### src/rtl/alu_issue_ctrl_if.sv
// Request, ALU-drive, response and status signals of the ALU issue controller.
// The environment side uses the master modport; the controller uses the slave modport.
interface alu_issue_ctrl_if #(
    parameter int CNT_W = 16
);
    logic             req_valid;
    logic             req_ready;
    logic [1:0]       req_aluop;
    logic [5:0]       req_funct;
    logic [31:0]      req_a;
    logic [31:0]      req_b;

    logic [31:0]      alu_a;
    logic [31:0]      alu_b;
    logic [3:0]       alu_op;
    logic [31:0]      alu_result;
    logic             alu_zero;
    logic             alu_overflow;

    logic             resp_valid;
    logic             resp_ready;
    logic [31:0]      resp_result;
    logic             resp_zero;
    logic             resp_overflow;
    logic             resp_err;

    logic [CNT_W-1:0] ops_done;
    logic             ovf_sticky;
    logic             ovf_clr;

    modport master (
        output req_valid, req_aluop, req_funct, req_a, req_b,
        output alu_result, alu_zero, alu_overflow,
        output resp_ready, ovf_clr,
        input  req_ready, alu_a, alu_b, alu_op,
        input  resp_valid, resp_result, resp_zero, resp_overflow, resp_err,
        input  ops_done, ovf_sticky
    );

    modport slave (
        input  req_valid, req_aluop, req_funct, req_a, req_b,
        input  alu_result, alu_zero, alu_overflow,
        input  resp_ready, ovf_clr,
        output req_ready, alu_a, alu_b, alu_op,
        output resp_valid, resp_result, resp_zero, resp_overflow, resp_err,
        output ops_done, ovf_sticky
    );
endinterface

### src/rtl/alu_issue_ctrl.sv
// Issue controller for the 32-bit ripple ALU: decodes ALUOp/funct, holds operands for
// EXEC_CYCLES, captures the ALU outputs and returns them over a valid/ready response.
module alu_issue_ctrl #(
    parameter int EXEC_CYCLES = 1,
    parameter int CNT_W       = 16
) (
    input logic           clk_in,
    input logic           reset_in,
    alu_issue_ctrl_if.slave bus
);
    typedef enum logic [1:0] {
        IDLE,
        EXEC,
        RESP
    } state_t;

    localparam logic [3:0] LAST_EXEC = 4'(EXEC_CYCLES - 1);
    localparam logic [3:0] OP_ADD    = 4'b0010;
    localparam logic [3:0] OP_SUB    = 4'b0110;

    state_t     state;
    logic [3:0] exec_cnt;
    logic [3:0] dec_op;
    logic       dec_legal;
    logic       masked_ovf;

    always_comb begin
        dec_op    = OP_ADD;
        dec_legal = 1'b1;
        case (bus.req_aluop)
            2'b00: dec_op = OP_ADD;
            2'b01: dec_op = OP_SUB;
            2'b10: begin
                case (bus.req_funct)
                    6'b100000: dec_op = OP_ADD;
                    6'b100010: dec_op = OP_SUB;
                    6'b100100: dec_op = 4'b0000;
                    6'b100101: dec_op = 4'b0001;
                    6'b100111: dec_op = 4'b1100;
                    6'b101010: dec_op = 4'b0111;
                    default:   dec_legal = 1'b0;
                endcase
            end
            default: dec_legal = 1'b0;
        endcase
    end

    // Overflow only has meaning for the arithmetic ops; logic and slt results ignore it.
    assign masked_ovf = bus.alu_overflow & ((bus.alu_op == OP_ADD) | (bus.alu_op == OP_SUB));

    always_ff @(posedge clk_in) begin
        if (reset_in) begin
            state             <= IDLE;
            exec_cnt          <= '0;
            bus.req_ready     <= 1'b1;
            bus.alu_a         <= '0;
            bus.alu_b         <= '0;
            bus.alu_op        <= '0;
            bus.resp_valid    <= 1'b0;
            bus.resp_result   <= '0;
            bus.resp_zero     <= 1'b0;
            bus.resp_overflow <= 1'b0;
            bus.resp_err      <= 1'b0;
            bus.ops_done      <= '0;
            bus.ovf_sticky    <= 1'b0;
        end else begin
            // A clear is overridden below by a same-cycle overflowing capture.
            if (bus.ovf_clr) begin
                bus.ovf_sticky <= 1'b0;
            end
            case (state)
                IDLE: begin
                    if (bus.req_valid) begin
                        bus.req_ready <= 1'b0;
                        if (dec_legal) begin
                            bus.alu_a  <= bus.req_a;
                            bus.alu_b  <= bus.req_b;
                            bus.alu_op <= dec_op;
                            exec_cnt   <= '0;
                            state      <= EXEC;
                        end else begin
                            bus.resp_valid    <= 1'b1;
                            bus.resp_err      <= 1'b1;
                            bus.resp_result   <= '0;
                            bus.resp_zero     <= 1'b0;
                            bus.resp_overflow <= 1'b0;
                            state             <= RESP;
                        end
                    end
                end
                EXEC: begin
                    if (exec_cnt == LAST_EXEC) begin
                        bus.resp_valid    <= 1'b1;
                        bus.resp_err      <= 1'b0;
                        bus.resp_result   <= bus.alu_result;
                        bus.resp_zero     <= bus.alu_zero;
                        bus.resp_overflow <= masked_ovf;
                        bus.ops_done      <= bus.ops_done + CNT_W'(1);
                        if (masked_ovf) begin
                            bus.ovf_sticky <= 1'b1;
                        end
                        state <= RESP;
                    end else begin
                        exec_cnt <= exec_cnt + 4'd1;
                    end
                end
                RESP: begin
                    if (bus.resp_ready) begin
                        bus.resp_valid <= 1'b0;
                        bus.req_ready  <= 1'b1;
                        state          <= IDLE;
                    end
                end
                default: begin
                    state <= IDLE;
                end
            endcase
        end
    end
endmodule
### src/flat_wrapper.sv
// flat-port wrapper written by rule: the top's interface ports become plain ports
module alu_issue_ctrl_flat 
#(
    parameter int EXEC_CYCLES = 1,
    parameter int CNT_W       = 16
)
  (clk_in, reset_in, bus_req_valid, bus_req_aluop, bus_req_funct, bus_req_a, bus_req_b, bus_alu_result, bus_alu_zero, bus_alu_overflow, bus_resp_ready, bus_ovf_clr, bus_req_ready, bus_alu_a, bus_alu_b, bus_alu_op, bus_resp_valid, bus_resp_result, bus_resp_zero, bus_resp_overflow, bus_resp_err, bus_ops_done, bus_ovf_sticky);
  alu_issue_ctrl_if #(.CNT_W(CNT_W)) bus_i ();
  input logic clk_in;
  input logic reset_in;
  input wire logic [$bits(bus_i.req_valid)-1:0] bus_req_valid;
  input wire logic [$bits(bus_i.req_aluop)-1:0] bus_req_aluop;
  input wire logic [$bits(bus_i.req_funct)-1:0] bus_req_funct;
  input wire logic [$bits(bus_i.req_a)-1:0] bus_req_a;
  input wire logic [$bits(bus_i.req_b)-1:0] bus_req_b;
  input wire logic [$bits(bus_i.alu_result)-1:0] bus_alu_result;
  input wire logic [$bits(bus_i.alu_zero)-1:0] bus_alu_zero;
  input wire logic [$bits(bus_i.alu_overflow)-1:0] bus_alu_overflow;
  input wire logic [$bits(bus_i.resp_ready)-1:0] bus_resp_ready;
  input wire logic [$bits(bus_i.ovf_clr)-1:0] bus_ovf_clr;
  output wire logic [$bits(bus_i.req_ready)-1:0] bus_req_ready;
  output wire logic [$bits(bus_i.alu_a)-1:0] bus_alu_a;
  output wire logic [$bits(bus_i.alu_b)-1:0] bus_alu_b;
  output wire logic [$bits(bus_i.alu_op)-1:0] bus_alu_op;
  output wire logic [$bits(bus_i.resp_valid)-1:0] bus_resp_valid;
  output wire logic [$bits(bus_i.resp_result)-1:0] bus_resp_result;
  output wire logic [$bits(bus_i.resp_zero)-1:0] bus_resp_zero;
  output wire logic [$bits(bus_i.resp_overflow)-1:0] bus_resp_overflow;
  output wire logic [$bits(bus_i.resp_err)-1:0] bus_resp_err;
  output wire logic [$bits(bus_i.ops_done)-1:0] bus_ops_done;
  output wire logic [$bits(bus_i.ovf_sticky)-1:0] bus_ovf_sticky;
  assign bus_i.req_valid = bus_req_valid;
  assign bus_i.req_aluop = bus_req_aluop;
  assign bus_i.req_funct = bus_req_funct;
  assign bus_i.req_a = bus_req_a;
  assign bus_i.req_b = bus_req_b;
  assign bus_i.alu_result = bus_alu_result;
  assign bus_i.alu_zero = bus_alu_zero;
  assign bus_i.alu_overflow = bus_alu_overflow;
  assign bus_i.resp_ready = bus_resp_ready;
  assign bus_i.ovf_clr = bus_ovf_clr;
  assign bus_req_ready = bus_i.req_ready;
  assign bus_alu_a = bus_i.alu_a;
  assign bus_alu_b = bus_i.alu_b;
  assign bus_alu_op = bus_i.alu_op;
  assign bus_resp_valid = bus_i.resp_valid;
  assign bus_resp_result = bus_i.resp_result;
  assign bus_resp_zero = bus_i.resp_zero;
  assign bus_resp_overflow = bus_i.resp_overflow;
  assign bus_resp_err = bus_i.resp_err;
  assign bus_ops_done = bus_i.ops_done;
  assign bus_ovf_sticky = bus_i.ovf_sticky;
  alu_issue_ctrl #(.EXEC_CYCLES(EXEC_CYCLES), .CNT_W(CNT_W)) u_core (.clk_in(clk_in), .reset_in(reset_in), .bus(bus_i));
endmodule
### config.mk
export PLATFORM = sky130hd
export DESIGN_NAME = alu_issue_ctrl_flat
export DESIGN_NICKNAME = d
export VERILOG_FILES = /design/src/rtl/alu_issue_ctrl_if.sv /design/src/rtl/alu_issue_ctrl.sv /design/src/flat_wrapper.sv
export SDC_FILE = /design/constraint.sdc
export NUM_CORES = 1
export LEC_CHECK = 0
export ABC_AREA = 1
export BUFFER_PORTS_ARGS = -buffer_cell sky130_fd_sc_hd__buf_2
export CAP_MARGIN = 20
export CORE_ASPECT_RATIO = 1.25
export CORE_MARGIN = 4
export CORE_UTILIZATION = 25
export CTS_BUF_LIST = sky130_fd_sc_hd__clkbuf_4 sky130_fd_sc_hd__clkbuf_8
export CTS_CLUSTER_DIAMETER = 200
export DETAILED_ROUTE_END_ITERATION = 8
export PLACE_DENSITY = 0.45
export SYNTH_ARGS = -nofsm -noshare
export SYNTH_HDL_FRONTEND = slang
export SYNTH_SLANG_ARGS = --single-unit
### constraint.sdc
create_clock -name clk_in -period 1.55 [get_ports clk_in]
set_input_delay 0.31 -clock clk_in [delete_from_list [all_inputs] [get_ports clk_in]]
set_output_delay 0.31 -clock clk_in [all_outputs]
set_load 0.05 [all_outputs]
### Word level (Yosys, flattened, before mapping)

Index checks and enable logic that the tools add are counted.

* $add $sub $neg: 2
* eq/ne operators: 18
* multiplexer cells: 37
* bitwise operators: 2
* reduce and logical (&&, ||, !) cells: 15

Operators by type and width (count)
* $mux W32: 3
* $pmux W32 S2: 1
* $eq A6 B6 Y1 const B: 6
* $pmux W4 S5: 1
* $add A16 B1 Y16 const B: 1
* $mux W1: 16
* $pmux W4 S2: 2
* $mux W4: 3
* $pmux W1 S2: 5
* $reduce_and A3 Y1: 3
* $mux W2: 4
* $ne A2 B2 Y1 const B: 4
* $reduce_and A4 Y1: 2
* $pmux W2 S3: 1
* $reduce_or A6 Y1: 1
* $reduce_and A5 Y1: 1
* $add A4 B1 Y4 const B: 1
* $eq A2 B1 Y1 const B: 2
* $eq A2 B2 Y1 const B: 2
* $eq A4 B2 Y1 const B: 1
* $eq A4 B3 Y1 const B: 1
* $logic_not A2 Y1: 2
* $logic_not A4 Y1: 1
* $ne A2 B1 Y1 const B: 2
* other kinds (7): 8

* register bits after elaboration: 128
* output and inout port bits: 122
* logic and storage cells: 87

### Depth between registers and ports, before layout

* depth after elaboration: 7
* gate-level depth with buffers: 13
* mapped depth without buffers: 13

### Least setup slack after synthesis

Ideal clock, no wire load.

* path kind: reg2reg
* start point: reg u_core.bus.ops_done[1]
* end point: reg u_core.bus.ops_done[10]
* setup time: 0.070 ns
* data arrival time: 1.658 ns
* data required time: 1.480 ns
* path slack: -0.179 ns
* stages on the path, launching flop included: 7
* path buffers: 0
* period minus slack after synthesis: 1.729 ns
* cells stage by stage: dfxtp_1 -> ha_1 -> inv_1 -> nor4_1 -> xor2_1 -> nand2_1 -> a21oi_1

* longest elaborated chain between the ends: 1

Ends and longest elaborated chain
* from (decl): RTL line alu_issue_ctrl_if.sv:46 `output ops_done, ovf_sticky`
* from (signal assigned): RTL line alu_issue_ctrl.sv:98 `bus.ops_done <= bus.ops_done + CNT_W'(1);`
* $add A16 B1 Y16: RTL line alu_issue_ctrl.sv:98

Every way passes these cells.
A chain may end at the register's enable or synchronous reset.

### Worst setup path after layout

* start point: reg u_core.exec_cnt[1]
* end point: reg u_core.bus.resp_result[0]

* longest elaborated chain between the ends: 3

Ends and longest elaborated chain
* from (decl): RTL line alu_issue_ctrl.sv:22 `logic [3:0] exec_cnt;`
* from (signal assigned): RTL line alu_issue_ctrl.sv:104 `exec_cnt <= exec_cnt + 4'd1;`
* $logic_not A4 Y1: RTL line alu_issue_ctrl.sv:92 `if (exec_cnt == LAST_EXEC) begin`
* $ne A2 B1 Y1 (no line)
* $reduce_and A4 Y1 (no line)
* to (signal assigned): RTL line alu_issue_ctrl.sv:95 `bus.resp_result <= bus.alu_result;`
* to (decl): RTL line alu_issue_ctrl_if.sv:45 `output resp_valid, resp_result, resp_zero, resp_overflow, resp_err,`

Every way passes these cells.

==> impl_metrics.tcl <==
set metrics [dict create \
    synthCells 780 \
    met1_length_um 7800 \
    p_leak_nw 3.79 \
    slowest_stage "dfxtp_1" \
    dr.pass1.iters 4 \
    cp_cell_sequence "inv_1 -> ha_1 -> nand3_1 -> inv_2 -> nand2_4 -> nand2_1 -> buf_12 -> nand3_1 -> nand2_1 -> nor2_1" \
    crit_cells 10 \
    critPathMaxStageDelay_ns 0.31 \
    wl_met2_um 9090 \
    vdd_drop_max_uv 460 \
    core_mm2 0.0223 \
    comb_power_share_pct 25.1 \
    rr_worst_depth 10 \
    ios 233 \
    start_util_pct 25.4 \
    drive_gt1_share_pct 34.5 \
    arrival_ns 1.83 \
    track_usage_pct 14.7 \
    syn_area_mm2 0.00565 \
    crit_path_start "u_core.exec_cnt[1]$_SDFFE_PP0P_" \
    setup.worst_path.class "register to register" \
    diodes 0 \
    fin_worst_skew_ns 0.0155 \
    grt_max_degree 77 \
    ys_types 37 \
    seq_area_frac_synth_pct 45.3 \
    finalPower_w 0.00902 \
    nets 1150 \
    synthArstFlopShare_pct 0 \
    r2r_setup_slack_ns 0.06 \
    cp-start-kind "register" \
    finalHoldViolCount 0 \
    critical-path-top-delay-family "simple AND/OR/NAND/NOR gates" \
    cts_tree "yes" \
    dr_total_vias 5989 \
    synth_most_common_cell "nand2_1" \
    critPathBufInv 3 \
    clk_path_buf_depth 2 \
    p_sw_w 0.00317 \
    synthTopCellsByArea "dfxtp_1, nand2_1, a21oi_1, nand4_1, nor2_1" \
    top_layer "met4" \
    fmax_ghz 0.670 \
    nFillCells 2473 \
    htreeDepth 4 \
    grt_pass1_vias 5965 \
    die_x_um 142 \
    synth_edf_count 0 \
    fin_crit_sh_pct 96.3 \
    status "finished, final reports clean" \
    dr_wl_met3_um 1710 \
    drv_cap 0 \
    crit_required_ns 1.89 \
    r2r_end "u_core.bus.resp_result[0]$_SDFFE_PP0P_" \
    tightestPinTransition_ns 0.371 \
    routed_via_density 4.51 \
    die_area_mm2 0.0251 \
    synth_largest_area_cell "dfxtp_1" \
    cp_max_fo 48 \
    p_per_area_mw_per_mm2 1130 \
    seq_power_share_pct 40.2 \
    synth_seq_cells 128 \
    die_h_um 176 \
    avgRoutedWirePerCell_um 14.1 \
    ys_warn_count 0 \
    synth_top_area_share_pct 45.3 \
    portBuffers 232 \
    worstReg2RegStart "u_core.exec_cnt[1]$_SDFFE_PP0P_" \
    drt_drc_violations_left 0 \
    cts_root_buf "clkbuf_8" \
    hpwl_um 13200 \
    syn_to_final_growth_pct 41.2 \
    hold_ws_ns 0.131 \
    finalCriticalPeriod_ns 1.49 \
    holdBufCountCts 0 \
    synth_fp_nets 898 \
    endpoint "u_core.bus.resp_result[0]$_SDFFE_PP0P_" \
    synthTopCellsByCount "nand2_1, dfxtp_1, a21oi_1" \
    rows 61 \
    drt.antenna.violating_nets 0 \
    cts_made_buffers 17 \
    grt_overflow 0 \
    path_clk_slew_ns 0.09 \
    clk_latency_ns 0.44 \
    setup_viol 0 \
    intPower_w 0.00585 \
    totalWireLength_um 18800 \
    slew_headroom_pct 75.3 \
    grt_pass1_wl_um 30000 \
    numClockSinks 128 \
    gp_congestion 0.785 \
    rsz0062_at_grt "yes" \
    end_kind "register" \
    syn_avg_cell_area_um2 7.25 \
    antenna_found_initial 0 \
    power_frac_clock_pct 34.6 \
    drtIter0Drc 191 \
    synthFlopType "dfxtp_1" \
    slew_violations 0 \
    hp-class "input pin to register" \
    swShare_pct 35.2 \
]
-- worst min path at each step --
stage	depth (start not counted)	slack, ns	start	to
3_5_place_dp	2	0.44	u_core.bus.req_ready$_SDFFE_PP1P_	u_core.bus.req_ready$_SDFFE_PP1P_
3_3_place_gp	2	0.44	u_core.bus.req_ready$_SDFFE_PP1P_	u_core.bus.req_ready$_SDFFE_PP1P_
5_1_grt	3	0.10	bus_req_b[4]	u_core.bus.alu_b[4]$_SDFFE_PP0P_
4_1_cts	3	0.09	bus_req_b[11]	u_core.bus.alu_b[11]$_SDFFE_PP0P_
2_1_floorplan	2	0.46	u_core.exec_cnt[3]$_SDFFE_PP0P_	u_core.exec_cnt[3]$_SDFFE_PP0P_
6_report	3	0.13	bus_req_b[15]	u_core.bus.alu_b[15]$_SDFFE_PP0P_
-- worst reg2reg max path, delay by kind of cell (launching register included) --
kind / cells / cell delay, ns
flops: 1 / 0.31
buf+inv: 3 / 0.38
simple gates: 6 / 0.55
fa+ha+maj: 1 / 0.13
-- flip-flops by register name, indices dropped and copies added, names as in the netlist --
| signal | count |
|---|---|
| u_core.bus.ovf_sticky | 1 |
| u_core.bus.alu_op | 4 |
| u_core.bus.resp_result | 32 |
| u_core.exec_cnt | 4 |
| u_core.state | 2 |
| u_core.bus.ops_done | 16 |
| u_core.bus.alu_a | 32 |
| u_core.bus.resp_err | 1 |
| u_core.bus.alu_b | 32 |
| u_core.bus.resp_overflow | 1 |
| u_core.bus.resp_valid | 1 |
| u_core.bus.resp_zero | 1 |
| u_core.bus.req_ready | 1 |
-- what timing repair did --
action / 4_1_cts / 5_1_grt
resized for setup: 7 / 14
pin swaps: 2 / 3
gates cloned: 0 / 0
setup buffers: 2 / 1
setup endpoints to repair: 18 / 40
-- metrics by stage --
step | TNS (ns) | util [%] | cells | area [um^2] | setup slack, ns
after floorplan | -0.0105 | - | 780 | 5660 | -0.0105
after detailed placement | -13.10 | 33.6 | 1293 | 7480 | -0.159
final | 0 | 35.8 | 1328 | 7980 | 0.0581
after CTS | 0 | 35.6 | 1327 | 7940 | 0.00406
after global routing | -1.55 | 35.8 | 1328 | 7980 | -0.0884
after global placement | -10.85 | 33.6 | 1293 | 7480 | -0.131
-- layer usage --
metal	track usage, %	vias up
li1	-	3091
met1	16.7	2717
met5	0	-
met2	25.3	171
met4	3.53	0
met3	6.31	10
-- final cells by class --
| cell class | count | area [um^2] | area share (%) |
|---|---|---|---|
| timing repair buffer | 292 | 1780 | 22.3 |
| clock buffer | 18 | 241 | 3.03 |
| multi-input combinational | 535 | 2640 | 33.0 |
| tap | 283 | 354 | 4.44 |
| inverter | 58 | 220 | 2.76 |
| clock inverter | 14 | 181 | 2.27 |
| sequential | 128 | 2570 | 32.2 |
-- power groups by stage --
stage          Combinational (W)  Clock (W)  Sequential (W)
2_1_floorplan           0.000818          0         0.00443
3_3_place_gp             0.00227          0         0.00371
3_5_place_dp             0.00228          0         0.00370
4_1_cts                  0.00229    0.00327         0.00363
5_1_grt                  0.00247    0.00340         0.00366
6_report                 0.00227    0.00312         0.00363
-- cell families (layout without fill, tap and decap cells) --
| kind of cell | Yosys count | after routing | synth area share, % |
|---|---|---|---|
| xor+xnor | 5 | 5 | 0.775 |
| fa+ha+maj | 7 | 7 | 1.55 |
| simple gates | 396 | 396 | 31.7 |
| buf+inv | 117 | 382 | 8.94 |
| flops | 128 | 128 | 45.3 |
| compound gates | 127 | 127 | 11.7 |
-- cells in the final DEF (no fill, tap or decap), types with 4 or more instances in the layout --
cell	synthesis	final
buf_4	11	48
inv_1	54	49
nor2_4	2	4
dfxtp_1	128	119
ha_1	7	6
nor3_1	8	8
nand4_1	72	72
dfxtp_2	0	9
nor2_2	4	4
inv_2	2	7
clkinv_4	0	6
o21ai_0	8	7
clkbuf_8	0	17
buf_12	0	13
buf_2	13	231
a21oi_1	110	109
nand3_1	41	41
nand2_1	179	177
nor2_1	80	78
(Power assumes the default switching activity.)
